[src/rtl/noc_packet_transmitter.sv]
// Endpoint packetizer: turns a packet request plus a payload beat stream into
// a header flit followed by payload flits on a valid/ready flit channel.
// The output flit is held in a single register stage that can reload on the
// same cycle it is accepted, so continuous flow sustains one flit per cycle.
module noc_packet_transmitter #(
    parameter int unsigned X_WIDTH     = 3,
    parameter int unsigned Y_WIDTH     = 3,
    parameter int unsigned DATA_WIDTH  = 32,
    parameter int unsigned MAX_PAYLOAD = 8,
    parameter int unsigned X           = 0,
    parameter int unsigned Y           = 0,
    localparam int unsigned LEN_WIDTH  = $clog2(MAX_PAYLOAD + 1)
) (
    input  logic                  clk,
    input  logic                  rst_n,
    input  logic                  req_valid,
    output logic                  req_ready,
    input  logic [X_WIDTH-1:0]    req_dest_x,
    input  logic [Y_WIDTH-1:0]    req_dest_y,
    input  logic [LEN_WIDTH-1:0]  req_length,
    input  logic                  payload_valid,
    output logic                  payload_ready,
    input  logic [DATA_WIDTH-1:0] payload_data,
    output logic                  flit_valid,
    input  logic                  flit_ready,
    output logic                  flit_type,
    output logic                  flit_tail,
    output logic [DATA_WIDTH-1:0] flit_data,
    output logic                  busy
);

    localparam int unsigned HDR_WIDTH = 2 * X_WIDTH + 2 * Y_WIDTH + LEN_WIDTH;

    typedef enum logic [1:0] {
        StIdle,
        StHeader,
        StPayload
    } state_e;

    state_e                state_q, state_d;
    logic [LEN_WIDTH-1:0]  remain_q, remain_d;
    logic                  flit_valid_q, flit_valid_d;
    logic                  flit_type_q, flit_type_d;
    logic                  flit_tail_q, flit_tail_d;
    logic [DATA_WIDTH-1:0] flit_data_q, flit_data_d;

    logic                  req_fire;
    logic                  payload_fire;
    logic                  flit_accept;
    logic                  out_free;
    logic [LEN_WIDTH-1:0]  len_clamped;
    logic [DATA_WIDTH-1:0] header_flit;

    // Handshake decode; payload_ready looks through to flit_ready so the
    // output register can be refilled in the cycle it drains.
    always_comb begin
        flit_accept   = flit_valid_q && flit_ready;
        out_free      = !flit_valid_q || flit_ready;
        req_ready     = (state_q == StIdle);
        busy          = (state_q != StIdle);
        payload_ready = (state_q != StIdle) && (remain_q != '0) && out_free;
        req_fire      = req_valid && req_ready;
        payload_fire  = payload_valid && payload_ready;
    end

    // Clamp the requested length and assemble the header flit, LSB first:
    // dest_x, dest_y, src_x, src_y, length; upper bits zero.
    always_comb begin
        len_clamped = req_length;
        if (req_length > LEN_WIDTH'(MAX_PAYLOAD)) begin
            len_clamped = LEN_WIDTH'(MAX_PAYLOAD);
        end
        header_flit = '0;
        header_flit[HDR_WIDTH-1:0] = {len_clamped, Y_WIDTH'(Y), X_WIDTH'(X),
                                      req_dest_y, req_dest_x};
    end

    // Next state, remaining-beat counter and output register loads.
    always_comb begin
        state_d      = state_q;
        remain_d     = remain_q;
        flit_valid_d = flit_valid_q;
        flit_type_d  = flit_type_q;
        flit_tail_d  = flit_tail_q;
        flit_data_d  = flit_data_q;

        // Accepted flit with nothing new behind it leaves a bubble.
        if (flit_accept) begin
            flit_valid_d = 1'b0;
        end

        unique case (state_q)
            StIdle: begin
                if (req_fire) begin
                    state_d      = StHeader;
                    remain_d     = len_clamped;
                    flit_valid_d = 1'b1;
                    flit_type_d  = 1'b1;
                    flit_tail_d  = (len_clamped == '0);
                    flit_data_d  = header_flit;
                end
            end
            StHeader: begin
                if (flit_accept) begin
                    state_d = (remain_q == '0) ? StIdle : StPayload;
                end
            end
            StPayload: begin
                if (flit_accept && flit_tail_q) begin
                    state_d = StIdle;
                end
            end
            default: state_d = StIdle;
        endcase

        // Only reachable outside StIdle, so never collides with a header load.
        if (payload_fire) begin
            flit_valid_d = 1'b1;
            flit_type_d  = 1'b0;
            flit_tail_d  = (remain_q == LEN_WIDTH'(1));
            flit_data_d  = payload_data;
            remain_d     = remain_q - LEN_WIDTH'(1);
        end
    end

    // State and output registers; reset drops any packet in flight.
    always_ff @(posedge clk or negedge rst_n) begin
        if (!rst_n) begin
            state_q      <= StIdle;
            remain_q     <= '0;
            flit_valid_q <= 1'b0;
            flit_type_q  <= 1'b0;
            flit_tail_q  <= 1'b0;
            flit_data_q  <= '0;
        end else begin
            state_q      <= state_d;
            remain_q     <= remain_d;
            flit_valid_q <= flit_valid_d;
            flit_type_q  <= flit_type_d;
            flit_tail_q  <= flit_tail_d;
            flit_data_q  <= flit_data_d;
        end
    end

    assign flit_valid = flit_valid_q;
    assign flit_type  = flit_type_q;
    assign flit_tail  = flit_tail_q;
    assign flit_data  = flit_data_q;

endmodule

[config.mk]
export PLATFORM = sky130hd
export DESIGN_NAME = noc_packet_transmitter
export DESIGN_NICKNAME = d
export VERILOG_FILES = /design/src/rtl/noc_packet_transmitter.sv
export SDC_FILE = /design/constraint.sdc
export NUM_CORES = 1
export LEC_CHECK = 0
export CORE_MARGIN = 10
export CORE_UTILIZATION = 44
export DETAILED_ROUTE_END_ITERATION = 10
export GPL_TIMING_DRIVEN = 0
export PLACE_DENSITY = 0.9
export REMOVE_ABC_BUFFERS = 1
export SYNTH_ARGS = -nofsm -noshare
export SYNTH_HDL_FRONTEND = slang
export SYNTH_SLANG_ARGS = --single-unit
[constraint.sdc]
create_clock -name clk -period 3.9 [get_ports clk]
set_clock_uncertainty 0.05 [all_clocks]
set_input_delay 0.585 -clock clk [delete_from_list [all_inputs] [get_ports clk]]
set_output_delay 0.585 -clock clk [all_outputs]
set_load 0.1 [all_outputs]
==> results list, run 1 <==
- Initial DRT Pass Iterations: 4
- Commonest cells after routing, fill and taps aside: sky130_fd_sc_hd__clkdlybuf4s50_1 (83), sky130_fd_sc_hd__nand2_1 (66), sky130_fd_sc_hd__dfrtp_1 (41), sky130_fd_sc_hd__o21ai_0 (25), sky130_fd_sc_hd__a22oi_1 (9)
- Final hold slack: 0.04273 ns
* Routed WL: 5101 um
- Run status: finished, final reports clean
- H-Tree Level Count: 2
* Distinct cells, synth: 28
- Routed length per instance: 15.60 um
- Most common library cell in the layout ignoring fill and taps: sky130_fd_sc_hd__clkdlybuf4s50_1
- Synthesized instance count: 193
* Post-synth top flop: sky130_fd_sc_hd__dfrtp_1
- The worst setup path is captured at an output port.
* Horizontal die dimension: 83.97 um
* Initial drt markers: 91
- Antenna-violating nets left: 0
- For this block, the via count after detailed routing is 1652.
- Total standard cell area after synthesis: 1800 um2
- Summed over all layers, the global routing overflow is 0.
- STA classifies the critical path startpoint as an input port.
- The first global-routing pass estimated 8376 um of wire.
- The repair_antennas step left the layout with diodes totalling 0.
- Largest net degree at the start of global routing: 40
- By area the synthesized netlist is led by sky130_fd_sc_hd__dfrtp_1 (57%), sky130_fd_sc_hd__nand2_1 (14%), sky130_fd_sc_hd__o21ai_0 (6.9%), sky130_fd_sc_hd__a22oi_1 (3.8%), sky130_fd_sc_hd__buf_2 (1.9%).
* Estimated wirelength of the detail-placed design: 4017 um
- CTS hold repair buffers: 0
- Buffers placed on the I/O ports in this run total 84.
- Type of the worst min-delay path: in2async
- The clock reaches the later pin of the worst-skew pair after 0.28 ns.
- The tool flagged a number of max-cap violations equal to 0.
- After detailed placement, the total cell area comes to 2706 um2.
- Clock Pin Slew Worst Setup and Hold Paths: 0.07 ns
- Floorplan die area: 7051 um2
* Worst slew pin tran: 1.010 ns
- Of the cells placed in the final design, the portion with a size suffix greater than 1 is 5.054%.
- In this run, synthesis inferred 0 flip-flops with an integrated enable.
- Initial antenna violation count: 0
- In this run, post-CTS repair resized a total of 0 instances.
* Die H: 83.97 um
- Routability-driven placement finished with a final weighted congestion of 0.8149.
- Counting the fill cells in the layout gives 316.
- In the final design database the tool counted 326 nets.
- Synth Register Bits: 41
* Final Cell Area: 2793 um2
- Deepest clock path buffer count: 2
* Fraction of synthesis flops using an asynchronous set or reset pin: 100.0%
- Clock tree from TritonCTS: built
* Final count of hold timing violations: 0
- Mean area per synthesized cell: 9.329 um2
* Clk sinks: 41
- Arrival time at the worst endpoint: 2.58 ns
- Initial core utilization: 45.34%
- The Yosys step of the flow raised 0 warnings.
- Area share of the leading cell type in the synthesized netlist: 56.98%
- For this run, design rule violations remaining after detail routing come to 0.
* GR Util All Layers: 14.41%
* Final min period: 3.217 ns
- Area grow syn2layout: 55.11%
- sky130_fd_sc_hd__dfrtp_1 takes more of the synthesized area than any other cell.
- The number of global-route vias before repair was 1706.
- For the worst setup path, the data required time is 3.26 ns.
- Buffers inserted by post-CTS timing repair: 0
- In this run the count of I/O pins placed on the die edge is 85.
* Crit path max fanout: 4
- Count of endpoints failing setup in the final report: 0
- Site Rows: 23
- Sequential cell area fraction in the yosys report: 56.98%
* Period utilisation layout: 82.49%
- Clock tree synthesis selected as its root buffer the cell sky130_fd_sc_hd__clkbuf_8.
- Timing would allow up to 0.3108 GHz.
- Slew headroom: 32.44%
* Core region area: 3971 um2
- Setup_tns: 0 ns
- Via density per instance: 5.052
- Setup repair after global routing missed its margin: false
- Crit Path Class: in2out
- Counting the buffers created by CTS gives 5.
- The number of pins exceeding their max-slew limit in the final report was 0.
## synthesized netlist by cell type, drive strengths merged (3+ instances only)
cell type,number
a32oi,3
dfrtp,41
buf,7
o21ai,26
nand2,66
a22oi,9
inv,6
nor2,7
clkbuf,4
nor3,3
## final timing paths
| check | startpoint | end | slack, ns | cells past startpoint |
|---|---|---|---|---|
| max in group asynchronous | rst_n | remain_q[0]$_DFFE_PN0P_ | 3.36 | 2 |
| min in group clk | flit_data[15]$_DFFE_PN0P_ | flit_data[15]$_DFFE_PN0P_ | 0.42 | 2 |
| worst max register to register | remain_q[0]$_DFFE_PN0P_ | remain_q[3]$_DFFE_PN0P_ | 1.61 | 7 |
| worst min-delay path | rst_n | state_q[1]$_DFFE_PN0P_ | 0.04 | 1 |
| worst max-delay path | flit_ready | payload_ready | 0.68 | 4 |
| worst min register to register | flit_data[15]$_DFFE_PN0P_ | flit_data[15]$_DFFE_PN0P_ | 0.42 | 2 |
## sequential cells by signal (all words and copies together) (netlist names)
signal and flops:
flit_data 32, flit_tail 1, flit_type 1, flit_valid 1, remain_q 4, state_q 2
## stage by stage
stage	cells	utilization, %	worst slack (ns)
2_1_floorplan	182	-	0.1356
3_3_place_gp	316	66.82	0.08698
3_5_place_dp	320	68.15	0.6924
4_1_cts	327	70.32	0.6849
5_1_grt	327	70.32	0.5243
6_report	327	70.32	0.6828
## cells by family (layout without fill, tap and decap cells)
group | count (synthesis) | in the layout | share of synthesized area [%]
multiplexers | 2 | 2 | 1.181
buffers and inverters | 17 | 101 | 4.030
AND/OR/NAND/NOR | 87 | 87 | 21.33
flip-flops | 41 | 41 | 56.98
adder cells (fa/ha/maj) | 2 | 2 | 1.390
AO/OA/AOI/OAI | 44 | 44 | 15.08
## critical path, cell delays in order
cell and delay [ns]:
sky130_fd_sc_hd__clkdlybuf4s50_1 0.52, sky130_fd_sc_hd__nor2b_1 0.12, sky130_fd_sc_hd__nor3_1 0.19, sky130_fd_sc_hd__clkdlybuf4s50_1 1.17
## cell type report
cell class              instances  area, um2  share of cell area (%)
flip-flops and latches         41       1026                   36.74
repair buffers                 88      893.4                   31.99
multi-input cells             135      701.9                   25.13
clock buffers                   7      86.33                   3.091
well taps                      50      62.56                   2.240
inverters                       6      22.52                  0.8065
## metal layers
metal,wire length (um),GRT usage (%),up-vias
li1,-,-,818
met1,2226,17.34,769
met2,2410,22.58,58
met3,387,5.273,7
met4,76,5.936,0
met5,0,0,-
Power of run 1 is left out: the tool's default activity adds up to more than one toggle a clock period on the data nets, which glitch-free logic cannot reach.
==> run 2, diff against run 1 <==
--- a/config.mk
+++ b/config.mk
@@ -6,10 +6,10 @@
 export NUM_CORES = 1
 export LEC_CHECK = 0
 export CORE_MARGIN = 10
-export CORE_UTILIZATION = 44
+export CORE_UTILIZATION = 41
 export DETAILED_ROUTE_END_ITERATION = 10
 export GPL_TIMING_DRIVEN = 0
-export PLACE_DENSITY = 0.9
+export PLACE_DENSITY = 0.85
 export REMOVE_ABC_BUFFERS = 1
 export SYNTH_ARGS = -nofsm -noshare
 export SYNTH_HDL_FRONTEND = slang
==> constraint.sdc (replaced) <==
create_clock -name clk -period 3.3 [get_ports clk]
set_clock_uncertainty 0.05 [all_clocks]
set_input_delay 0.495 -clock clk [delete_from_list [all_inputs] [get_ports clk]]
set_output_delay 0.495 -clock clk [all_outputs]
set_load 0.1 [all_outputs]
==> run 2 against run 1 <==
- utilization fell by 4.4 points
- final cell count up 0.92%
- first-iteration DRC count fell by 33%
- hold slack improved by 0.069 ns
- via count down 0.91%
- non-clock buffer count is the same
- global-route usage is 0.38 points lower
==> results list, run 2 (same netlist as run 1, synthesis figures left out) <==
- Run status: finished, final reports clean (unchanged).
- Clk sinks: 41 (unchanged)
- The area of the core region is 4294 um2 (was 3971 um2).
* Cell with the largest stage delay on the worst path: sky130_fd_sc_hd__clkdlybuf4s50_1 (unchanged)
- Filler cells: 372 (was 316)
* First-pass GRT wire length: 8466 um (was 8376 um)
- Routed length per instance: 15.61 um (was 15.60 um)
* Critical Path End Type: output port (unchanged)
- Largest net degree at the start of global routing: 28 (was 40)
- The data arrival time of the worst path came to 2.53 ns (was 2.58 ns).
* Met3 GRT Util: 7.223% (was 5.273%)
* Site Rows: 24 (was 23)
* CP Buf/Inv Count: 2 (unchanged)
- Crit path cell chain: inv_1 > ha_1 > nor3b_2 > nor3_1 > clkdlybuf4s50_1 (was clkdlybuf4s50_1 > nor2b_1 > nor3_1 > clkdlybuf4s50_1)
* Post-layout worst setup margin: 0.2218 ns (was 0.6828 ns)
- The cell family with the largest share of critical-path delay is buffers and inverters (unchanged).
- The class of the most critical setup path is reg2out (was in2out).
- The fraction of the core area covered by cells at the end of the flow came to 65.97% (was 70.32%).
- Most common library cell in the layout ignoring fill and taps: sky130_fd_sc_hd__clkdlybuf4s50_1 (unchanged)
* Crit path largest cell delay: 1.16 ns (was 1.17 ns)
- The worst-margin pin slew came to 1.012 ns (was 1.010 ns).
- The number of DRC violations after detailed-routing iteration 0 was 61 (was 91).
- The element type at the critical path start is a flip-flop (was input port).
* Clock Pin Slew Worst Setup and Hold Paths: 0.08 ns (was 0.07 ns)
- The number of pins exceeding their max-slew limit in the final report came to 0 (unchanged).
- GR Util All Layers: 14.02% (was 14.41%)
- The number of global-route vias before repair came to 1610 (was 1706).
* Root Driver: sky130_fd_sc_hd__clkbuf_8 (unchanged)
- The launch instance of the worst register-to-register path was remain_q[0]$_DFFE_PN0P_ (unchanged).
* Count of buffers from port buffering: 84 (unchanged)
- Internal reg-to-reg setup slack: 0.94 ns (was 1.61 ns)
- Period utilisation layout: 93.28%
- Final hold slack: 0.1122 ns (was 0.04273 ns)
* Worst-Skew Late Latency: 0.29 ns (was 0.28 ns)
- The met2 layer usage reported by global route came to 21.16% (was 22.58%).
* Met1 Usage GRT: 17.66% (was 17.34%)
- Via density per instance: 4.961 (was 5.052)
- Highest attainable clock frequency: 0.3249 GHz
- The total CTS buffers was 5 (unchanged).
- Total Nets Final: 326 (unchanged)
- The antenna diode count was 0 (unchanged).
- The total setup buffers inserted after CTS was 0 (unchanged).
- The worst slew margin relative to its limit was 32.35% (was 32.44%).
- The count of endpoints failing setup in the final report is 0 (unchanged).
* Detailed-route via count: 1637 (was 1652)
* CTS hold repair buffers: 0 (unchanged)
* Initial DRT Pass Iterations: 4 (unchanged)
- Boundary Pins: 85 (unchanged)
- Clock tree from TritonCTS: built (unchanged)
* Worst path required time: 2.75 ns (was 3.26 ns)
- The overflow left after global routing came to 0 (unchanged).
- Commonest cells after routing, fill and taps aside: sky130_fd_sc_hd__clkdlybuf4s50_1 (83), sky130_fd_sc_hd__nand2_1 (66), sky130_fd_sc_hd__dfrtp_1 (41), sky130_fd_sc_hd__o21ai_0 (25), sky130_fd_sc_hd__a22oi_1 (9) (unchanged).
* Drc violations: 0 (unchanged)
* H-Tree Level Count: 2 (unchanged)
- Busiest layer in global routing: met2 (unchanged)
- Crit Reg-Reg Endpoint: remain_q[3]$_DFFE_PN0P_ (unchanged)
* Initial core utilization: 41.93% (was 45.34%)
- The chip width is 86.27 um (was 83.97 um).
- The die area is 7442 um2 (was 7051 um2).
* Die H: 86.27 um (was 83.97 um)
- The fraction of layout instances using a drive strength above 1 is 5.396% (was 5.054%).
* Final min period: 3.078 ns
* Final count of hold timing violations: 0 (unchanged)
- The number of nets with antenna violations after detailed routing was 0 (unchanged).
* Resized Gates After CTS: 0 (unchanged)
- Setup repair after global routing missed its margin: false (unchanged)
- Setup_tns: 0 ns (unchanged)
- Area grow syn2layout: 57.33% (was 55.11%)
- Initial antenna violation count: 0 (unchanged)
- Estimated wirelength of the detail-placed design: 3899 um (was 4017 um)
* Number of max-capacitance violations reported: 0 (unchanged)
* Max FFs per register: 32 (unchanged)
- The last weighted congestion value of the routability-driven placer is 0.7731 (was 0.8149).
* Routed WL: 5151 um (was 5101 um)
- The logic depth of the worst register-to-register path came to 7 (unchanged).
* Post-Place Setup Slack: 0.3016 ns (was 0.6924 ns)
- The largest fanout on the critical path was 4 (unchanged).
- Deepest clock path buffer count: 2 (unchanged)
- Type of the worst min-delay path: in2async (unchanged)
-- run 2: changes by cell type in the layout (fill, tap and decap cells not counted) --
cell,change
sky130_fd_sc_hd__buf_16,+1
sky130_fd_sc_hd__bufinv_16,+1
sky130_fd_sc_hd__buf_12,-1
-- run 2: layout make-up --
class                           count  area [um2]  share of cell area, %
Sequential cell                    41        1026                  36.22
Timing Repair Buffer               88       900.9                  31.80
Tap cell                           52       65.06                  2.297
Inverter                            6       22.52                 0.7951
Clock buffer                        7       86.33                  3.048
Clock inverter                      1       30.03                  1.060
Multi-Input combinational cell    135       701.9                  24.78
-- run 2: worst max path at each step --
stage | startpoint | depth (start not counted) | endpoint | slack, ns
3_5_place_dp | flit_ready | 4 | payload_ready | 0.30
4_1_cts | remain_q[0]$_DFFE_PN0P_ | 5 | payload_ready | 0.22
2_1_floorplan | flit_valid$_DFF_PN0_ | 2 | payload_ready | -0.37
3_3_place_gp | flit_ready | 5 | remain_q[2]$_DFFE_PN0P_ | -0.43
5_1_grt | remain_q[0]$_DFFE_PN0P_ | 5 | payload_ready | 0.09
6_report | remain_q[0]$_DFFE_PN0P_ | 5 | payload_ready | 0.22
-- run 2: metal layers --
metal / vias to the layer above / routed length (um)
li1: 813 / -
met1: 763 / 2148
met2: 56 / 2431
met3: 5 / 536
met4: 0 / 35
met5: - / 0
-- run 2: through the flow --
step	area (um2)	cells
floorplan	1750	182
global placement	2656	318
detailed placement	2716	322
CTS	2833	330
global route	2833	330
finish	2833	330
Power of run 2 is left out for the same reason.
==> run 3, diff against run 2 <==
--- a/config.mk
+++ b/config.mk
@@ -5,6 +5,7 @@
 export SDC_FILE = /design/constraint.sdc
 export NUM_CORES = 1
 export LEC_CHECK = 0
+export CAP_MARGIN = 10
 export CORE_MARGIN = 10
 export CORE_UTILIZATION = 41
 export DETAILED_ROUTE_END_ITERATION = 10
==> run 3 against run 2 <==
- design area unchanged
- fmax decreased by 0.31%
- first-iteration DRC count is 44% higher
==> results list, run 3 (same netlist as run 1, synthesis figures left out) <==
- Run status: finished, final reports clean (unchanged)
* Count of buffers from port buffering: 84 (unchanged)
* Placed cell areas: 2716 um2 (unchanged)
* Final Cell Area: 2833 um2 (unchanged)
- Number of max-capacitance violations reported: 0 (unchanged)
* First-pass GRT wire length: 8314 um (was 8466 um)
- Initial DRT Pass Iterations: 4 (unchanged)
* Boundary Pins: 85 (unchanged)
- Crit path max fanout: 4 (unchanged)
* Multi-input combinational cell area: 701.9 um2 (unchanged)
* Floorplan die area: 7442 um2 (unchanged)
* Worst-Skew Late Latency: 0.29 ns (about the same)
* Non-filler cells, final: 330 (unchanged)
- The post-CTS resize count came to 0 (unchanged).
* Sequential standard cell area: 1026 um2 (unchanged)
- Worst path required time: 2.75 ns (about the same)
* Number of buffers created by CTS: 5 (unchanged)
- Setup repair after global routing missed its margin: false (unchanged)
* Drc violations: 0 (unchanged)
- The pre-CTS setup slack was 0.2891 ns (was 0.3016 ns).
- The worst-margin pin slew is 1.013 ns (was 1.012 ns).
* Deepest clock path buffer count: 2 (unchanged)
- Estimated wirelength of the detail-placed design: 3896 um (was 3899 um)
* Commonest cells after routing, fill and taps aside: sky130_fd_sc_hd__clkdlybuf4s50_1 (83), sky130_fd_sc_hd__nand2_1 (66), sky130_fd_sc_hd__dfrtp_1 (41), sky130_fd_sc_hd__o21ai_0 (25), sky130_fd_sc_hd__a22oi_1 (9) (unchanged)
* Initial drt markers: 88 (was 61)
* Count of inserted antenna diode cells: 0 (unchanged)
* Most common library cell in the layout ignoring fill and taps: sky130_fd_sc_hd__clkdlybuf4s50_1 (unchanged)
- The chip width was 86.27 um (unchanged).
- The fraction of layout instances using a drive strength above 1 came to 5.396% (unchanged).
* Slew headroom: 32.23% (was 32.35%)
- The filler cell count came to 377 (was 372).
- Initial core utilization: 41.93% (unchanged)
* Final count of hold timing violations: 0 (unchanged)
- The post-synthesis to final-layout area growth was 57.33% (unchanged).
- The total setup buffers inserted after CTS came to 0 (unchanged).
* Arrival time at the worst endpoint: 2.54 ns (was 2.53 ns)
- GR Util All Layers: 13.65% (was 14.02%)
- The sum of negative setup slack came to 0 ns (unchanged).
- The maximum clock rate is 0.3239 GHz (was 0.3249 GHz).
* Antenna-violating nets left: 0 (unchanged)
- The area of the core region came to 4294 um2 (unchanged).
* Final min period: 3.088 ns (was 3.078 ns)
- The last weighted congestion value of the routability-driven placer came to 0.7731 (unchanged).
- Detailed-route via count: 1630 (was 1637)
- The element type at the critical path start is a flip-flop (unchanged).
- The count of endpoints failing setup in the final report came to 0 (unchanged).
- The layout net count is 326 (unchanged).
- Grt total ovfl: 0 (unchanged)
- The pin count of the biggest net entering global routing is 28 (unchanged).
- The class of the most critical setup path is reg2out (unchanged).
- Initial antenna violation count: 0 (unchanged)
* Die H: 86.27 um (unchanged)
- Via density per instance: 4.939 (was 4.961)
- Post-layout worst setup margin: 0.2123 ns (was 0.2218 ns)
- Pins over their slew limit: 0 (unchanged)
- Routed WL: 5053 um (was 5151 um)
* Period utilisation layout: 93.57% (was 93.28%)
- Critical Path End Type: output port (unchanged)
- The total number of H-tree levels was 2 (unchanged).
- The clock-pin transition on the worst setup and hold timing paths came to 0.08 ns (about the same).
* Site Rows: 24 (unchanged)
- The number of hold buffers added after cts came to 0 (unchanged).
- Number of instances in the placed design: 322 (unchanged)
- Root Driver: sky130_fd_sc_hd__clkbuf_8 (unchanged)
- The CTS tree was built (unchanged).
- Type of the worst min-delay path: in2async (unchanged)
- The routed wirelength normalized by instance count came to 15.31 um (was 15.61 um).
* Vias in the first global route: 1623 (was 1610)
* Clk sinks: 41 (unchanged)
- The number of flip-flops in the largest register came to 32 (unchanged).
-- run 3: cell counts in the layout (fill, tap and decap cells not counted) --
Identical to the previous run, type by type.
-- run 3: per-layer routing --
metal	global-route usage, %	wire [um]
met5	0	0
met4	2.651	15
met3	6.848	544
met2	20.55	2369
met1	17.30	2124
-- run 3: through the flow --
| step | utilization (%) | hold slack (ns) |
|---|---|---|
| 2_1_floorplan | - | 0.1494 |
| 3_3_place_gp | 61.86 | 0.4000 |
| 3_5_place_dp | 63.26 | 0.4110 |
| 4_1_cts | 65.97 | 0.1223 |
| 5_1_grt | 65.97 | 0.1361 |
| 6_report | 65.97 | 0.1104 |
-- run 3: critical path, stage by stage, from the launching register on --
cell                              delay (ns)
sky130_fd_sc_hd__dfrtp_1                0.40
sky130_fd_sc_hd__inv_1                  0.07
sky130_fd_sc_hd__ha_1                   0.23
sky130_fd_sc_hd__nor3b_2                0.20
sky130_fd_sc_hd__nor3_1                 0.18
sky130_fd_sc_hd__clkdlybuf4s50_1        1.17
-- run 3: cell type report --
cell class                      instances  share of cell area, %
Timing Repair Buffer                   88                  31.80
Tap cell                               52                  2.297
Multi-Input combinational cell        135                  24.78
Inverter                                6                 0.7951
Clock inverter                          1                  1.060
Clock buffer                            7                  3.048
Sequential cell                        41                  36.22
-- run 3: final timing paths --
check,end,cells after the start,slack [ns],from
setup / recovery,payload_ready,5,0.21,remain_q[0]$_DFFE_PN0P_
hold / removal,flit_data[28]$_DFFE_PN0P_,1,0.11,rst_n
setup reg to reg,remain_q[3]$_DFFE_PN0P_,7,0.95,remain_q[0]$_DFFE_PN0P_
hold reg to reg,flit_data[12]$_DFFE_PN0P_,2,0.42,flit_data[12]$_DFFE_PN0P_
max in group asynchronous,remain_q[2]$_DFFE_PN0P_,2,2.61,rst_n
min in group clk,flit_data[12]$_DFFE_PN0P_,2,0.42,flit_data[12]$_DFFE_PN0P_
Power of run 3 is left out for the same reason.
